<file path="src/rtl/hazard_pkg.sv">
// Shared types for the hazard/forwarding control slice.
// fwd_sel_e : EX operand select encoding (regfile / MEM-WB / EX-MEM).
// slot_t    : one in-flight pipeline shadow slot {valid, rd, regwrite, is_load}.
// BUBBLE    : empty slot inserted on flush, stall or no valid ID instruction.
// slot_writes(): true when a slot will write a given non-zero register.
// SLOT_RD_W must match the REG_ADDR_W used by hazard_forward_ctrl.
package hazard_pkg;

  localparam int unsigned SLOT_RD_W = 3;

  typedef enum logic [1:0] {
    FWD_RF  = 2'b00,
    FWD_WB  = 2'b01,
    FWD_MEM = 2'b10
  } fwd_sel_e;

  typedef struct packed {
    logic                 valid;
    logic [SLOT_RD_W-1:0] rd;
    logic                 regwrite;
    logic                 is_load;
  } slot_t;

  localparam slot_t BUBBLE = '0;

  // Register 0 is hard-wired zero, so it never counts as written.
  function automatic logic slot_writes(slot_t s, logic [SLOT_RD_W-1:0] r);
    return s.valid && s.regwrite && (s.rd == r) && (r != '0);
  endfunction

endpackage

</file>
<file path="src/rtl/hazard_forward_ctrl_src_cmp.sv">
// hazard_src_cmp: combinational compare of one ID source operand against the
// ID/EX (s_ex) and EX/MEM (s_mem) shadow slots.
// Ports: id_valid, rs, rs_used, s_ex, s_mem in; fwd_nxt (next registered
// select for this source) and hazard (this source needs a stall) out.
// Macro HAZARD_FWD_EN: defined -> forwarding with load-use stall only;
// undefined -> no forwarding, stall on any dependency in s_ex or s_mem.
module hazard_src_cmp
  import hazard_pkg::*;
#(
  parameter int unsigned REG_ADDR_W = SLOT_RD_W
) (
  input  logic                  id_valid,
  input  logic [REG_ADDR_W-1:0] rs,
  input  logic                  rs_used,
  input  slot_t                 s_ex,
  input  slot_t                 s_mem,
  output logic [1:0]            fwd_nxt,
  output logic                  hazard
);

  logic ex_hit;
  logic mem_hit;

  always_comb begin
    ex_hit  = rs_used && slot_writes(s_ex, rs);
    mem_hit = rs_used && slot_writes(s_mem, rs);
`ifdef HAZARD_FWD_EN
    // EX/MEM wins over MEM/WB; a load hit in s_ex always stalls, so its
    // FWD_MEM select is never latched.
    fwd_nxt = ex_hit ? FWD_MEM : (mem_hit ? FWD_WB : FWD_RF);
    hazard  = id_valid && ex_hit && s_ex.is_load;
`else
    fwd_nxt = FWD_RF;
    hazard  = id_valid && (ex_hit || mem_hit);
`endif
  end

endmodule

</file>
<file path="src/rtl/hazard_forward_ctrl.sv">
// hazard_forward_ctrl: tracks in-flight register writes and produces
// registered EX operand forward selects, a combinational load-use stall,
// and a saturating stall-cycle counter.
// Ports: clk, rst_n (sync, active-low); ID fields id_valid, id_rs, id_rs_used,
// id_rd, id_regwrite, id_is_load; ex_flush, mem_wait controls;
// stall (comb), fwd_sel (registered, 2 bits per source), stall_cnt.
// Macro HAZARD_FWD_EN selects forwarding (defined) or stall-only (undefined).
module hazard_forward_ctrl
  import hazard_pkg::*;
#(
  parameter int unsigned REG_ADDR_W = 3,
  parameter int unsigned NUM_SRC    = 2,
  parameter int unsigned CNT_W      = 16
) (
  input  logic                          clk,
  input  logic                          rst_n,
  input  logic                          id_valid,
  input  logic [NUM_SRC*REG_ADDR_W-1:0] id_rs,
  input  logic [NUM_SRC-1:0]            id_rs_used,
  input  logic [REG_ADDR_W-1:0]         id_rd,
  input  logic                          id_regwrite,
  input  logic                          id_is_load,
  input  logic                          ex_flush,
  input  logic                          mem_wait,
  output logic                          stall,
  output logic [2*NUM_SRC-1:0]          fwd_sel,
  output logic [CNT_W-1:0]              stall_cnt
);

  // The MEM/WB slot is never compared (write-through regfile covers it),
  // so only the ID/EX and EX/MEM slots are stored.
  slot_t                s_ex_q, s_ex_d;
  slot_t                s_mem_q, s_mem_d;
  slot_t                id_slot;
  logic [2*NUM_SRC-1:0] fwd_sel_q, fwd_sel_d, fwd_nxt;
  logic [CNT_W-1:0]     stall_cnt_q, stall_cnt_d;
  logic [NUM_SRC-1:0]   src_hazard;

  for (genvar i = 0; i < NUM_SRC; i++) begin : g_src
    hazard_src_cmp #(.REG_ADDR_W(REG_ADDR_W)) u_cmp (
      .id_valid (id_valid),
      .rs       (id_rs[i*REG_ADDR_W +: REG_ADDR_W]),
      .rs_used  (id_rs_used[i]),
      .s_ex     (s_ex_q),
      .s_mem    (s_mem_q),
      .fwd_nxt  (fwd_nxt[2*i +: 2]),
      .hazard   (src_hazard[i])
    );
  end

  always_comb begin
    stall            = (|src_hazard) && !ex_flush && !mem_wait;
    id_slot.valid    = 1'b1;
    id_slot.rd       = id_rd;
    id_slot.regwrite = id_regwrite;
    id_slot.is_load  = id_is_load;

    s_ex_d      = s_ex_q;
    s_mem_d     = s_mem_q;
    fwd_sel_d   = fwd_sel_q;
    stall_cnt_d = stall_cnt_q;

    if (!mem_wait) begin
      s_mem_d = s_ex_q;
      if (ex_flush || stall || !id_valid) begin
        s_ex_d    = BUBBLE;
        fwd_sel_d = '0;
      end else begin
        s_ex_d    = id_slot;
        fwd_sel_d = fwd_nxt;
      end
      if (stall && (stall_cnt_q != '1)) begin
        stall_cnt_d = stall_cnt_q + 1'b1;
      end
    end
  end

  always_ff @(posedge clk) begin
    if (!rst_n) begin
      s_ex_q      <= BUBBLE;
      s_mem_q     <= BUBBLE;
      fwd_sel_q   <= '0;
      stall_cnt_q <= '0;
    end else begin
      s_ex_q      <= s_ex_d;
      s_mem_q     <= s_mem_d;
      fwd_sel_q   <= fwd_sel_d;
      stall_cnt_q <= stall_cnt_d;
    end
  end

  always_comb begin
    fwd_sel   = fwd_sel_q;
    stall_cnt = stall_cnt_q;
  end

endmodule
</file>
<file path="config.mk">
export PLATFORM = sky130hd
export DESIGN_NAME = hazard_forward_ctrl
export DESIGN_NICKNAME = d
export VERILOG_FILES = /design/src/rtl/hazard_pkg.sv /design/src/rtl/hazard_forward_ctrl_src_cmp.sv /design/src/rtl/hazard_forward_ctrl.sv
export SDC_FILE = /design/constraint.sdc
export NUM_CORES = 1
export LEC_CHECK = 0
export BUFFER_PORTS_ARGS = -buffer_cell sky130_fd_sc_hd__buf_2
export CAP_MARGIN = 20
export CORE_MARGIN = 10
export CORE_UTILIZATION = 43
export DETAILED_ROUTE_END_ITERATION = 6
export PLACE_DENSITY = 0.73
export SYNTH_ARGS = -nofsm -noshare
export SYNTH_HDL_FRONTEND = slang
export SYNTH_SLANG_ARGS = --single-unit
export TNS_END_PERCENT = 20
</file>
<file path="constraint.sdc">
create_clock -name clk -period 1.8 [get_ports clk]
set_clock_uncertainty 0.15 [all_clocks]
set_input_delay 0.36 -clock clk [delete_from_list [all_inputs] [get_ports clk]]
set_output_delay 0.36 -clock clk [all_outputs]
set_load 0.01 [all_outputs]
</file>
-- Word-level counts from Yosys, hierarchy flattened
Index checks and enable logic that the tools add are counted.
W data, S select, Z words.
- register bits: 26
- bits in latches: 0
- memory bits (writable): 0
- memory bits (read-only): 0
- bits of input ports: 18
- output and inout port bits: 21
- logic and storage cells: 45
- memories kept: 0
- add/subtract/negate cells: 1
- multiply operators: 0
- divide/modulo/power cells: 0
- magnitude comparators: 0
- eq/ne operators: 5
- shifts and indexed selects: 0
- multiplexer cells: 1
- bitwise logic cells: 1
- reduce and logical (&&, ||, !) cells: 30
- operator list (cell ; count):
    $logic_and A1 B1 Y1 ; 19
    $add A16 B1 Y16 const B ; 1
    $ne A16 B16 Y1 const B ; 1
    $eq A3 B3 Y1 ; 4
    $mux W6 ; 1
    $reduce_bool A3 Y1 ; 2
    $logic_or A1 B1 Y1 ; 4
    $logic_not A1 Y1 ; 3
    $reduce_and A2 Y1 ; 1
    $reduce_or A2 Y1 ; 1
    $not A1 Y1 ; 1

-- Logic depth before layout (Yosys ltp)
- depth after elaboration: 12
- depth in mapped cells: 7
- mapped depth without buffers: 7

-- Modules after synthesis
From an unflattened synthesis, not the netlist that was laid out.
- cells, all modules: 189
- area, all modules: 1655.3 um^2
- by module, submodules not included (module ; instances ; cells each ; area each (um^2) ; seq. area each (um^2)):
    hazard_forward_ctrl ; 1 ; 159 ; 1440.1 ; 640.6
    hazard_src_cmp ; 2 ; 15 ; 107.6 ; 0.0

-- Worst setup path after synthesis
Ideal clock, no wire load.
- path kind: in2reg
- start: in mem_wait
- end: reg stall_cnt_q[15] (netlist: stall_cnt[15])
- setup time: 72 ps
- arrival time: 1786 ps
- data required time: 1578 ps
- slack: -207 ps
- stages: 5
- buffers on the path: 1
- path through: buf_6 > or3b_2 > a21oi_2 > nor4b_1 > mux2i_1
- word-level cells in the longest chain between the ends: 4
- elaborated cells on any way between the ends: 5
- classes of those cells: 1 x bitwise; 4 x reduce/logical
- RTL lines (element ; RTL line ; source):
    start, declared ; hazard_forward_ctrl.sv:24 ; input logic mem_wait,
    $logic_not A1 Y1 ; n/a ;
    $logic_and A1 B1 Y1 ; hazard_forward_ctrl.sv:52 ; stall = (|src_hazard) && !ex_flush && !mem_wait;
    named net stall ; hazard_forward_ctrl.sv:25 ; output logic stall,
    $logic_and A1 B1 Y1 ; hazard_forward_ctrl.sv:72 ; if (stall && (stall_cnt_q != '1)) begin
    $reduce_and A2 Y1 (no line) ; n/a ;
    end signal, assigned ; hazard_forward_ctrl.sv:88 ; stall_cnt_q <= stall_cnt_d;
    end, declared ; hazard_forward_ctrl.sv:36 ; logic [CNT_W-1:0] stall_cnt_q, stall_cnt_d;
The timed path passes the listed nets, and every way through them passes these cells.
A chain may end at the register's enable or synchronous reset.

-- Final worst setup path
- start: reg s_ex_q[4] in the netlist's numbering
- end: out stall
- word-level cells in the longest chain between the ends: 9
- elaborated cells on any way between the ends: 15
- classes of those cells: 2 x eq/ne; 13 x reduce/logical
- RTL lines (element ; RTL line ; source):
    start, declared ; hazard_forward_ctrl.sv:32 ; slot_t s_ex_q, s_ex_d;
    start signal, assigned ; hazard_forward_ctrl.sv:80 ; s_ex_q <= BUBBLE;
    start signal, assigned ; hazard_forward_ctrl.sv:85 ; s_ex_q <= s_ex_d;
    $eq A3 B3 Y1 ; hazard_pkg.sv:28 ; return s.valid && s.regwrite && (s.rd == r) && (r != '0);
    $logic_and A1 B1 Y1 (2 in a row) ; hazard_pkg.sv:28 ;
    $logic_and A1 B1 Y1 ; hazard_forward_ctrl_src_cmp.sv:25 ; ex_hit = rs_used && slot_writes(s_ex, rs);
    $logic_or A1 B1 Y1 ; hazard_forward_ctrl_src_cmp.sv:34 ; hazard = id_valid && (ex_hit || mem_hit);
    $logic_and A1 B1 Y1 ; hazard_forward_ctrl_src_cmp.sv:34 ;
    $reduce_or A2 Y1 (*) ; hazard_forward_ctrl.sv:52 ;
    $logic_and A1 B1 Y1 (*) (2 in a row) ; hazard_forward_ctrl.sv:52 ;
    end, declared ; hazard_forward_ctrl.sv:25 ;
Mark *: on every way between the ends. The rest lies on a longest branch, timed or not.

==> results.sh <==
export IMPL_status="finished, violations left"
export IMPL_violations="setup timing"
export IMPL_leakage_nw=0.952
export IMPL_rows=20
export IMPL_vias_per_cell=5.09
export IMPL_drive_gt1_share_pct=39.5
export IMPL_ant_nets=0
export IMPL_clock_sinks=26
export IMPL_ys_top_cells_by_area="dfxtp_1 (36%), mux2i_1 (14%), xor2_1 (8.0%)"
export IMPL_die_area_um2=6020
export IMPL_track_usage_pct=12.5
export IMPL_wl_met1_um=1560
export IMPL_synthArstFlopShare_pct=0
export IMPL_post_route_util_pct=61.9
export IMPL_grt_max_degree=21
export IMPL_final_area_um2=1940
export IMPL_period_share_pct=120
export IMPL_antenna_found_initial=0
export IMPL_setup_viol_count_final=22
export IMPL_timing_hold_ws_ps=118
export IMPL_postPlaceCellArea_um2=1800
export IMPL_crit_end="stall"
export IMPL_reg2reg_slack_ps=-270
export IMPL_r2r_end="stall_cnt[3]$_SDFFE_PN0P_"
export IMPL_core_area_um2=3130
export IMPL_clockRootBuffer="clkbuf_4"
export IMPL_synth_ff_type="dfxtp_1"
export IMPL_place_congestion=0.907
export IMPL_fillers=261
export IMPL_grt_first_pass_wirelength_um=6330
export IMPL_wl_per_cell_um=14.6
export IMPL_numPortBuffers=33
export IMPL_ctsHoldBuffers=0
export IMPL_worstReg2RegStart="s_ex_q[4]$_SDFFE_PN0N_"
export IMPL_drt_pass1_iterations=4
export IMPL_rr_worst_depth=8
export IMPL_power_mw=0.982
export IMPL_start_util_pct=45.6
export IMPL_diodes=0
export IMPL_yosysSeqAreaShare_pct=36.5
export IMPL_worst_ep_required_time_ps=1290
export IMPL_drt_first_iter_violations=66
export IMPL_power_density_nw_per_um2=507
export IMPL_hold_violations=0
export IMPL_vias=1319
export IMPL_dr_wl_met2_um=1910
export IMPL_die_h_um=77.6
export IMPL_min_period_ps=2160
export IMPL_grt_pass1_vias=1397
export IMPL_startpoint_type="flip-flop"
export IMPL_cp_data_arrival_time_ps=1650
export IMPL_critPathMaxFanout=3
export IMPL_cts_path_max_buffers=2
export IMPL_avgSynthCellArea_um2=9.21
export IMPL_top_layer="met4"
export IMPL_dp_hpwl_um=2860
export IMPL_endpoint_kind="primary output"
export IMPL_rsz0062_at_grt="yes"
export IMPL_report_final_slew_viol_count=0
export IMPL_synth_cells=155
export IMPL_fin_nets=235
export IMPL_syn_to_final_growth_pct=35.7
export IMPL_ios=39
export IMPL_cts_buffers=3
export IMPL_synth_top_area_share_pct=36.5
export IMPL_cp_startpoint="s_ex_q[4]$_SDFFE_PN0N_"
export IMPL_grt_overflow=0
export IMPL_worstHoldPathType="in2reg"
export IMPL_synth_area_um2=1430
export IMPL_yosysMostFrequentCell="dfxtp_1"
export IMPL_crit_type="reg2out"
export IMPL_max_vdd_ir_drop_uv=264
export IMPL_yosysTopAreaCell="dfxtp_1"
export IMPL_yosys_top_cells_count="dfxtp_1 (26), nand2_1 (24), mux2i_1 (20)"
export IMPL_dieWidth_um=77.6
export IMPL_route_detailed_drc=0
export IMPL_synth_distinct_cells=29
export IMPL_cts_tree="yes"
export IMPL_synth_seq_cells=26
export IMPL_wl_met3_um=254
export IMPL_synth_edf_count=0
export IMPL_drv_cap=0
export IMPL_clk_pin_slew_ps=140
export IMPL_setup_ws_ps=-355
export IMPL_fmax_mhz=464
export IMPL_wirelength_um=3790
export IMPL_clk_latency_ps=320
export IMPL_synth_warnings=0
export IMPL_htree_levels=1
[per-layer routing]
metal  vias to the layer above  global-route usage (%)
met3                         7                    4.03
met5                         -                       0
met4                         0                    3.65
met2                        38                    22.6
li1                        650                       -
met1                       624                    13.5
[sequential cells by signal, summed over array words and instances (netlist names)]
| signal | count |
|---|---|
| stall_cnt | 16 |
| s_ex_q | 5 |
| s_mem_q | 5 |
[power by group]
| part | total (mW) | switching, mW | internal (mW) |
|---|---|---|---|
| Combinational | 0.103 | 0.0561 | 0.0469 |
| Clock | 0.295 | 0.171 | 0.124 |
| Sequential | 0.584 | 0.00389 | 0.580 |
| Total | 0.982 | 0.231 | 0.751 |
[logic make-up (layout without fill, tap and decap cells)]
kind of cell	count (synthesis)	in the layout	share of synthesized area (%)
AOI/OAI and AO/OA	11	11	7.28
xor gates and xnor gates	13	13	7.98
adders and majority gates	1	1	0.876
buffers and inverters	9	66	4.91
DFF	26	26	36.5
muxes	20	20	14.0
other	1	4	0.263
and+or+nand+nor	74	74	28.2
[metrics by stage]
step	setup slack [ps]	TNS, ps	cells
floorplan	-131	-1240	158
global placement	-286	-4400	251
finish	-355	-4660	259
CTS	-315	-3290	258
detailed placement	-346	-5450	251
global route	-402	-5570	259
[worst max-delay path, cell delays in order (launching register included)]
cell,delay [ps]
dfxtp_2,360
xor2_1,170
nor4_2,330
o21ai_2,150
a21oi_4,190
buf_6,130
[worst min path at each step]
stage,cells after the start,to,from,slack [ps]
CTS,2,s_ex_q[1]$_SDFFE_PN0N_,id_regwrite,110
global placement,2,stall_cnt[11]$_SDFFE_PN0P_,stall_cnt[11]$_SDFFE_PN0P_,320
floorplan,1,s_ex_q[1]$_SDFFE_PN0N_,s_ex_q[1]$_SDFFE_PN0N_,310
finish,2,s_ex_q[1]$_SDFFE_PN0N_,id_regwrite,120
detailed placement,2,stall_cnt[4]$_SDFFE_PN0P_,stall_cnt[4]$_SDFFE_PN0P_,340
global route,2,s_ex_q[1]$_SDFFE_PN0N_,id_regwrite,110
[cells in the final DEF (no fill, tap or decap), types with 2 or more instances in the layout]
cell,count
buf_2,32
buf_4,28
nand2_1,24
dfxtp_1,21
mux2i_1,20
xor2_1,12
nand2b_1,12
nand4_1,6
nor2b_1,6
dfxtp_2,5
nor4_2,4
nor2_1,4
and2_1,4
a32o_1,4
conb_1,4
clkbuf_4,3
o31a_1,2
o21ai_2,2
nand3_1,2
and4_1,2
and3_1,2
nand3_2,2
or2b_1,2
[area by class of cell]
cell class                      instances  area (µm²)  share of cell area (%)
Multi-Input combinational cell        123         917                    47.4
Sequential cell                        26         527                    27.2
Timing Repair Buffer                   62         402                    20.7
Tap cell                               44        55.1                    2.84
Clock buffer                            4        36.3                    1.87
[timing repair]
action,in CTS,in global routing
pin swaps,9,4
gates resized for setup,13,3
setup buffers,3,1
endpoints found under the setup margin,21,22
Note: power is estimated with default switching activity, not from simulation.
